[config.mk]
export PLATFORM = sky130hd
export DESIGN_NAME = mmcm_ps_sequencer
export DESIGN_NICKNAME = d
export VERILOG_FILES = /design/src/rtl/mmcm_ps_sequencer.sv
export SDC_FILE = /design/constraint.sdc
export NUM_CORES = 1
export LEC_CHECK = 0
export ABC_CLOCK_PERIOD_IN_PS = 3400
export BUFFER_PORTS_ARGS = -buffer_cell sky130_fd_sc_hd__buf_2
export CAP_MARGIN = 40
export CELL_PAD_IN_SITES_DETAIL_PLACEMENT = 1
export CELL_PAD_IN_SITES_GLOBAL_PLACEMENT = 2
export CORE_MARGIN = 3
export CORE_UTILIZATION = 30
export DETAILED_ROUTE_END_ITERATION = 10
export GPL_TIMING_DRIVEN = 0
export PLACE_DENSITY = 0.74
export SLEW_MARGIN = 20
export SYNTH_ARGS = -nofsm -noshare
export SYNTH_HDL_FRONTEND = slang
export SYNTH_SLANG_ARGS = --single-unit
export TNS_END_PERCENT = 5
[constraint.sdc]
create_clock -name clk -period 3.4 [get_ports clk]
set_input_delay 0.68 -clock clk [delete_from_list [all_inputs] [get_ports clk]]
set_output_delay 0.68 -clock clk [all_outputs]
set_load 0.02 [all_outputs]
[src/rtl/mmcm_ps_sequencer.sv]
// MMCM fine phase-shift sequencer: one PSEN per step, PSDONE handshake, bounded position.
// Build option: define MMCM_PS_TIMEOUT_EN to abort a step whose PSDONE never arrives.
module mmcm_ps_sequencer #(
  parameter int unsigned STEPS_W   = 16,
  parameter int unsigned POS_W     = 16,
  parameter int unsigned POS_LIMIT = 1120,
  parameter int unsigned GAP_CYC   = 4
`ifdef MMCM_PS_TIMEOUT_EN
  ,
  parameter int unsigned TMO_CYC   = 64
`endif
) (
  input  logic               clk,
  input  logic               reset,
  input  logic               cmd_valid,
  output logic               cmd_ready,
  input  logic [STEPS_W-1:0] cmd_steps,
  input  logic               mmcm_locked,
  output logic               psen,
  output logic               psincdec,
  input  logic               psdone,
  output logic               busy,
  output logic               done,
  output logic               clipped,
  output logic               aborted,
  output logic [POS_W-1:0]   pos
);

  localparam int unsigned MagW = STEPS_W + 1;
  localparam int unsigned GapW = (GAP_CYC > 1) ? $clog2(GAP_CYC) : 1;
  localparam logic signed [POS_W-1:0] PosMax = POS_W'(POS_LIMIT);
  localparam logic signed [POS_W-1:0] PosMin = -PosMax;
  localparam logic signed [POS_W-1:0] PosOne = POS_W'(1);
`ifdef MMCM_PS_TIMEOUT_EN
  localparam int unsigned TmoW = (TMO_CYC > 1) ? $clog2(TMO_CYC) : 1;
`endif

  typedef enum logic [1:0] {StIdle, StIssue, StWait, StGap} state_e;

  state_e                  state_q;
  logic [MagW-1:0]         rem_q;
  logic [GapW-1:0]         gap_q;
  logic signed [POS_W-1:0] pos_q;
  logic                    ready_en_q, lost_q;
  logic                    psen_q, psincdec_q, busy_q, done_q, clipped_q, aborted_q;
`ifdef MMCM_PS_TIMEOUT_EN
  logic [TmoW-1:0]         tmo_q;
`endif

  logic [MagW-1:0]         steps_ext, steps_mag;
  logic signed [POS_W-1:0] pos_eff;
  logic                    accept, step_dir, gap_last, clip_hit, wait_step, step_now;

  // Sign-extend one bit first so the most-negative command has a representable magnitude.
  always_comb begin
    steps_ext = {cmd_steps[STEPS_W-1], cmd_steps};
    steps_mag = steps_ext[MagW-1] ? (~steps_ext + MagW'(1)) : steps_ext;
  end

  assign cmd_ready = (state_q == StIdle) && ready_en_q && mmcm_locked;
  assign accept    = cmd_valid && cmd_ready;
  assign gap_last  = (gap_q == GapW'(GAP_CYC - 1));

  // Position as it stands after this cycle's PSDONE, so back-to-back issue checks the new value.
  assign pos_eff  = (state_q == StWait && psdone) ?
                    pos_q + (psincdec_q ? PosOne : -PosOne) : pos_q;
  assign step_dir = (state_q == StIdle) ? ~cmd_steps[STEPS_W-1] : psincdec_q;
  assign clip_hit = step_dir ? (pos_eff >= PosMax) : (pos_eff <= PosMin);

  assign wait_step = (state_q == StWait) && psdone && (rem_q != MagW'(1)) && !lost_q &&
                     mmcm_locked && (GAP_CYC == 0);
  assign step_now  = (accept && (steps_mag != '0)) || wait_step ||
                     ((state_q == StGap) && mmcm_locked && gap_last);

  always_ff @(posedge clk) begin
    if (reset) begin
      state_q    <= StIdle;
      rem_q      <= '0;
      gap_q      <= '0;
      pos_q      <= '0;
      ready_en_q <= 1'b0;
      lost_q     <= 1'b0;
      psen_q     <= 1'b0;
      psincdec_q <= 1'b0;
      busy_q     <= 1'b0;
      done_q     <= 1'b0;
      clipped_q  <= 1'b0;
      aborted_q  <= 1'b0;
`ifdef MMCM_PS_TIMEOUT_EN
      tmo_q      <= '0;
`endif
    end else begin
      ready_en_q <= 1'b1;
      psen_q     <= 1'b0;
      done_q     <= 1'b0;
      case (state_q)
        StIdle: begin
          busy_q <= 1'b0;
          if (accept) begin
            busy_q     <= 1'b1;
            clipped_q  <= 1'b0;
            aborted_q  <= 1'b0;
            psincdec_q <= ~cmd_steps[STEPS_W-1];
            rem_q      <= steps_mag;
            done_q     <= (steps_mag == '0);
          end
        end
        StIssue: begin
          state_q <= StWait;
          lost_q  <= 1'b0;
`ifdef MMCM_PS_TIMEOUT_EN
          tmo_q   <= '0;
`endif
        end
        StWait: begin
          // A lock loss here cannot cancel the step in flight; it ends the command afterwards.
          if (!mmcm_locked) lost_q <= 1'b1;
          if (psdone) begin
            pos_q <= pos_eff;
            rem_q <= rem_q - MagW'(1);
            if (rem_q == MagW'(1)) begin
              done_q  <= 1'b1;
              state_q <= StIdle;
            end else if (lost_q || !mmcm_locked) begin
              aborted_q <= 1'b1;
              done_q    <= 1'b1;
              state_q   <= StIdle;
            end else if (GAP_CYC != 0) begin
              state_q <= StGap;
              gap_q   <= '0;
            end
          end
`ifdef MMCM_PS_TIMEOUT_EN
          else if (tmo_q == TmoW'(TMO_CYC - 1)) begin
            aborted_q <= 1'b1;
            done_q    <= 1'b1;
            state_q   <= StIdle;
          end else begin
            tmo_q <= tmo_q + TmoW'(1);
          end
`endif
        end
        StGap: begin
          if (!mmcm_locked) begin
            aborted_q <= 1'b1;
            done_q    <= 1'b1;
            state_q   <= StIdle;
          end else if (!gap_last) begin
            gap_q <= gap_q + GapW'(1);
          end
        end
        default: state_q <= StIdle;
      endcase
      if (step_now) begin
        if (clip_hit) begin
          clipped_q <= 1'b1;
          done_q    <= 1'b1;
          state_q   <= StIdle;
        end else begin
          psen_q  <= 1'b1;
          state_q <= StIssue;
        end
      end
    end
  end

  assign psen     = psen_q;
  assign psincdec = psincdec_q;
  assign busy     = busy_q;
  assign done     = done_q;
  assign clipped  = clipped_q;
  assign aborted  = aborted_q;
  assign pos      = pos_q;

endmodule
* Word level (Yosys, flattened, before mapping)
Cells that the tools add are included.
** Storage, ports and cells
- Bits in registers :: 45
- Input port bits :: 21
** Operators by class
- Reductions and logical operators :: 26
- Order comparisons :: 2
- Add/sub/neg operators :: 4
- Mux-type cells :: 43
- Equal/unequal tests :: 16
- Bitwise operators :: 3
** Operators by type and width (number)
- 2-to-1 mux 17 bit :: 3
- case mux 17 bit (2 select lines) :: 1
- 2-to-1 mux 16 bit :: 2
- 2-to-1 mux 1 bit :: 22
- 2-to-1 mux 2 bit :: 10
- adder 17 x 1 -> 17 bit, second input constant :: 1
- == test 17 x 1 -> 1 bit, second input constant :: 1
- zero test 17 bit :: 1
- NOT 17 bit :: 1
- nonzero test 17 bit :: 1
- subtractor 17 x 1 -> 17 bit, second input constant :: 1
- adder 16 bit :: 1
- greater-or-equal comparator 16 x 12 -> 1 bit, second input constant :: 1
- less-or-equal comparator 16 x 12 -> 1 bit, second input constant :: 1
- != test 2 bit, second input constant :: 8
- AND reduction 6 bit :: 2
- logical AND 1 bit :: 7
- == test 2 bit, second input constant :: 3
- != test 3 bit, second input constant :: 2
- case mux 1 bit (3 select lines) :: 2
- case mux 2 bit (3 select lines) :: 1
- AND reduction 2 bit :: 3
- AND reduction 3 bit :: 2
- nonzero test 2 bit :: 3
- other kinds (12) :: 14

* Depth between registers and ports, before layout
- Depth in word-level cells :: 8
- Depth in mapped cells :: 11

* Least setup slack after synthesis
Ideal clock, no wire load.
- Path type :: reg-to-reg
- From :: register psincdec_q (netlist: psincdec)
- To :: register clipped_q (netlist: clipped)
- Setup time :: 116 ps
- Stages on the path, launching flop included :: 11
- Data arrival time :: 2939 ps
- Data required time :: 3284 ps
- Slack :: 345 ps
- Clock period less this slack :: 3055 ps
- Cell sequence :: dfxtp_1 > inv_1 > ha_1 > a211oi_2 > o31ai_4 > a2111oi_0 > or4_1 > nand2_1 > xnor2_1 > nand4b_1 > a41o_1
** Between the ends
- Cells in the longest elaborated chain, start to end :: 7
- Elaborated cells between the ends (all ways) :: 9
** Ends and longest elaborated chain
- start: declaration :: line 45 : logic psen_q, psincdec_q, busy_q, done_q, clipped_q, aborted_q;
- start signal: assignment :: line 103 : psincdec_q <= ~cmd_steps[STEPS_W-1];
- 2-to-1 mux 16 bit :: line 66 : pos_q + (psincdec_q ? PosOne : -PosOne) : pos_q;
- adder 16 bit :: line 66
- 2-to-1 mux 16 bit :: line 65 : assign pos_eff = (state_q == StWait && psdone) ?
- less-or-equal comparator 16 x 12 -> 1 bit or greater-or-equal comparator 16 x 12 -> 1 bit (tied branches) :: line 68 : assign clip_hit = step_dir ? (pos_eff >= PosMax) : (pos_eff <= PosMin);
- 2-to-1 mux 1 bit (*) :: line 68
- 2-to-1 mux 1 bit (*) :: line 155 : if (clip_hit) begin
- 2-to-1 mux 1 bit (*) :: line 154 : if (step_now) begin
- end signal: assignment :: line 87 : clipped_q <= 1'b0;
- end signal: assignment :: line 101 : clipped_q <= 1'b0;
- end signal: assignment :: line 156 : clipped_q <= 1'b1;
- end: declaration :: line 45
Mark *: on every way between the ends. The rest lies on a longest branch, timed or not.
A chain may end at the register's enable or synchronous reset.

* Worst setup path after layout
- From :: input cmd_steps[0]
- To :: register done_q (netlist: done)
** Between the ends
- Cells in the longest elaborated chain, start to end :: 8
- Elaborated cells between the ends (all ways) :: 11
** Ends and longest elaborated chain
- start: declaration :: line 17 : input logic [STEPS_W-1:0] cmd_steps,
- NOT 17 bit :: line 57 : steps_mag = steps_ext[MagW-1] ? (~steps_ext + MagW'(1)) : steps_ext;
- adder 17 x 1 -> 17 bit :: line 57
- 2-to-1 mux 17 bit (*) :: line 57
- zero test 17 bit :: line 105 : done_q <= (steps_mag == '0);
- 2-to-1 mux 1 bit :: line 99 : if (accept) begin
- case mux 1 bit (3 select lines) :: line 96 : case (state_q)
- 2-to-1 mux 1 bit :: line 155
- 2-to-1 mux 1 bit (*) :: line 154
- end signal: assignment :: line 105
- end: declaration :: line 45
Marked as above.

==> metrics <==
most common cell after layout, fill and taps aside=sky130_fd_sc_hd__nor2_1; Reg clk slew, reported paths=60 ps; number of I/O pins=44; die height=119 um; number of vias after detailed routing=4056; final critical delay including setup and external delays=3250 ps; share of async-settable or async-resettable flops after synthesis=0%; combinational cell fraction of total power=28.0%; clk root buf=sky130_fd_sc_hd__clkbuf_16; accumulated negative setup slack=0 ps; Longest Clk Path Bufs=2; combined area of the multi-input logic cells=0.00269 mm^2; share of the synthesized area in the top cell type=23.4%; most frequent cells in the layout=65 x sky130_fd_sc_hd__nor2_1, 48 x sky130_fd_sc_hd__nand2_1, 45 x sky130_fd_sc_hd__a21oi_1; startpoint kind of the worst setup timing path=input pin; final global-route overflow total=0; via count normalized by instance count=~5.6; Final setup violation count=0; clk sink count=45; peak fanout along the critical path=7; Final period util=95.6%; hpwl dp=10.1 mm; summed instance area of the synthesized netlist=0.00384 mm^2; pre-CTS setup slack=-431 ps; post-synthesis average cell area=7.52 um^2; insertion delay to the later sink of the worst-skew pair=290 ps; Final Hold Fails=0; Post-Synthesis Net Count=approximately 550; starting density of the core=a little under a third; Final ANT Viol Nets=0; First-pass DRT Iterations=4; largest net degree at the start of global routing=14; share of synthesized area occupied by flip-flops and latches=around a quarter; number of fill cells=1536; clock tree from TritonCTS=yes; Die X-Extent=about 120 um; sw power=0.000498 W; sequential share of power=36.4%; Residual DRC=0; placer's final routability congestion estimate=0.831; data arrival time of the critical path=3480 ps; Total Wirelength=between 10 and 15 mm; Worst Hold Class=reg2reg; Floorplan Core Area=0.0123 mm^2; Primary FF master, synth=sky130_fd_sc_hd__dfxtp_1; area grow syn2layout=16.8%; global-route wire length before repair=21.0 mm; Post-layout nets=approximately 600; initial antenna violation count=0; max-capacitance violation count=0; number of cell rows=40; Cell Pwr Density=344 mW/mm^2; overall track demand over capacity in global routing=around 18%; Power Internal=0.00105 W; drt wl/cell=17.9 um; FF+latch area=a little over 900 um^2; most area-hungry cell type in the Yosys netlist=sky130_fd_sc_hd__dfxtp_1; H-tree lvl count=2; crit path setup slack, layout=150 ps; number of max-slew violations in the final report=0; result of the run=complete, no violations; Leak=1.77 nW; CP Capture Type=flop; distinct cell type count after synthesis=79; via count of the first global-routing pass=3943; diode insertion count for antenna repair=0; worst slew pin tran=789 ps; fraction of layout instances using a drive strength above 1=16.6%; register bit total from synthesis=45; max_slew headroom=47.2%; number of standard cells after synthesis=511; CP required=3630 ps; setup clock skew after layout=2.44 ps; Post-synth EDFFs=0; top area cells in the synthesized netlist=sky130_fd_sc_hd__dfxtp_1 23%, sky130_fd_sc_hd__nor2_1 6.3%, sky130_fd_sc_hd__a21oi_1 6.1%; net switching fraction of the power=32.2%; detailed router's first-iteration violation count=282; worst vdd rail ir drop=0.173 mV; RSZ-0062 raised after global routing=yes; clock buffers created by TritonCTS=5; Crit Path Category=in2reg; f_max=slightly above 300 MHz; warnings from Yosys=0; portion of total power attributed to the clock network=about 36%; area of the die=0.0142 mm^2; number of buffer cells added on primary ports=37
[repair_timing]
item | in CTS | in global routing
setup endpoints to repair | 4 | 6
resized for setup | 6 | 8
pin swaps | 0 | 5
hold buffers | 0 | 0
buffers inserted | 3 | 4
[Yosys cell counts (7+ instances only)]
master	number
sky130_fd_sc_hd__nand2_1	48
sky130_fd_sc_hd__clkbuf_1	17
sky130_fd_sc_hd__nand4_1	8
sky130_fd_sc_hd__a31oi_1	8
sky130_fd_sc_hd__xor2_1	8
sky130_fd_sc_hd__a211oi_1	10
sky130_fd_sc_hd__nor4_1	7
sky130_fd_sc_hd__o21ai_0	35
sky130_fd_sc_hd__nor3_1	19
sky130_fd_sc_hd__inv_1	19
sky130_fd_sc_hd__xnor2_1	14
sky130_fd_sc_hd__dfxtp_1	45
sky130_fd_sc_hd__ha_1	18
sky130_fd_sc_hd__nor2_1	65
sky130_fd_sc_hd__a21oi_1	47
[state kept, by name (all words and copies together) (netlist names)]
register / cells
done: 1
lost_q: 1
pos: 16
ready_en_q: 1
state_q: 2
rem_q: 17
psincdec: 1
psen: 1
aborted: 1
clipped: 1
gap_q: 2
busy: 1
[layout make-up]
cell class	instances	area share (%)
multi-input cells	415	59.9
inverters	19	1.67
clock inverters	2	0.780
clock buffers	5	2.79
plain buffers	31	4.68
flip-flops and latches	45	20.2
well taps	168	4.68
repair buffers	44	5.29
[through the flow]
stage | hold slack (ps) | cell area, um^2 | total power [W] | util (%) | std cells
after floorplan | 426 | 3840 | 0.000868 | - | 511
after global placement | 439 | 4240 | 0.000984 | 34.6 | 716
after detailed placement | 455 | 4240 | 0.000992 | 34.6 | 716
after CTS | 464 | 4440 | 0.00156 | 36.2 | 725
after global routing | 494 | 4490 | 0.00163 | 36.6 | 729
final | 457 | 4490 | 0.00155 | 36.6 | 729
[worst paths after layout]
| path | startpoint | endpoint | slack [ps] | depth (start not counted) |
|---|---|---|---|---|
| worst min-delay path | gap_q[1] | gap_q[1] | 460 | 2 |
| worst min register to register | gap_q[1] | gap_q[1] | 460 | 2 |
| worst max-delay path | cmd_steps[0] | done | 150 | 11 |
| worst max register to register | psincdec | done | 160 | 11 |
[critical path, stage by stage]
cell and delay (ps):
sky130_fd_sc_hd__buf_2 160, sky130_fd_sc_hd__inv_1 80, sky130_fd_sc_hd__ha_1 240, sky130_fd_sc_hd__nor4b_4 360, sky130_fd_sc_hd__a41oi_1 200, sky130_fd_sc_hd__xnor2_1 350, sky130_fd_sc_hd__o2111ai_1 280, sky130_fd_sc_hd__nor4_1 620
sky130_fd_sc_hd__a222oi_1 200, sky130_fd_sc_hd__nor3_1 200, sky130_fd_sc_hd__a41o_1 120
[power groups by stage]
stage | combinational [W] | clock (W) | sequential, W
global route | 0.000481 | 0.000589 | 0.000564
detailed placement | 0.000419 | 0 | 0.000573
finish | 0.000433 | 0.000550 | 0.000562
CTS | 0.000428 | 0.000572 | 0.000562
floorplan | 0.000293 | 0 | 0.000575
global placement | 0.000412 | 0 | 0.000572
[cells by family after synthesis]
kind of cell	share of synthesized area, %
simple gates	26.4
compound gates	30.1
buf+inv	7.42
flops	23.4
xor+xnor	5.01
fa+ha+maj	6.38
mux	1.30
[per-layer routing]
| metal | part of all wire, % | wire length, um | global-route usage, % |
|---|---|---|---|
| met1 | 52 | 6730 | 26.9 |
| met4 | 0.84 | 110 | 3.48 |
| met3 | 4.5 | 583 | 2.52 |
| met2 | 43 | 5620 | 28.2 |
| met5 | 0 | 0 | 0 |
No activity file was read; power rests on OpenSTA's default activity.
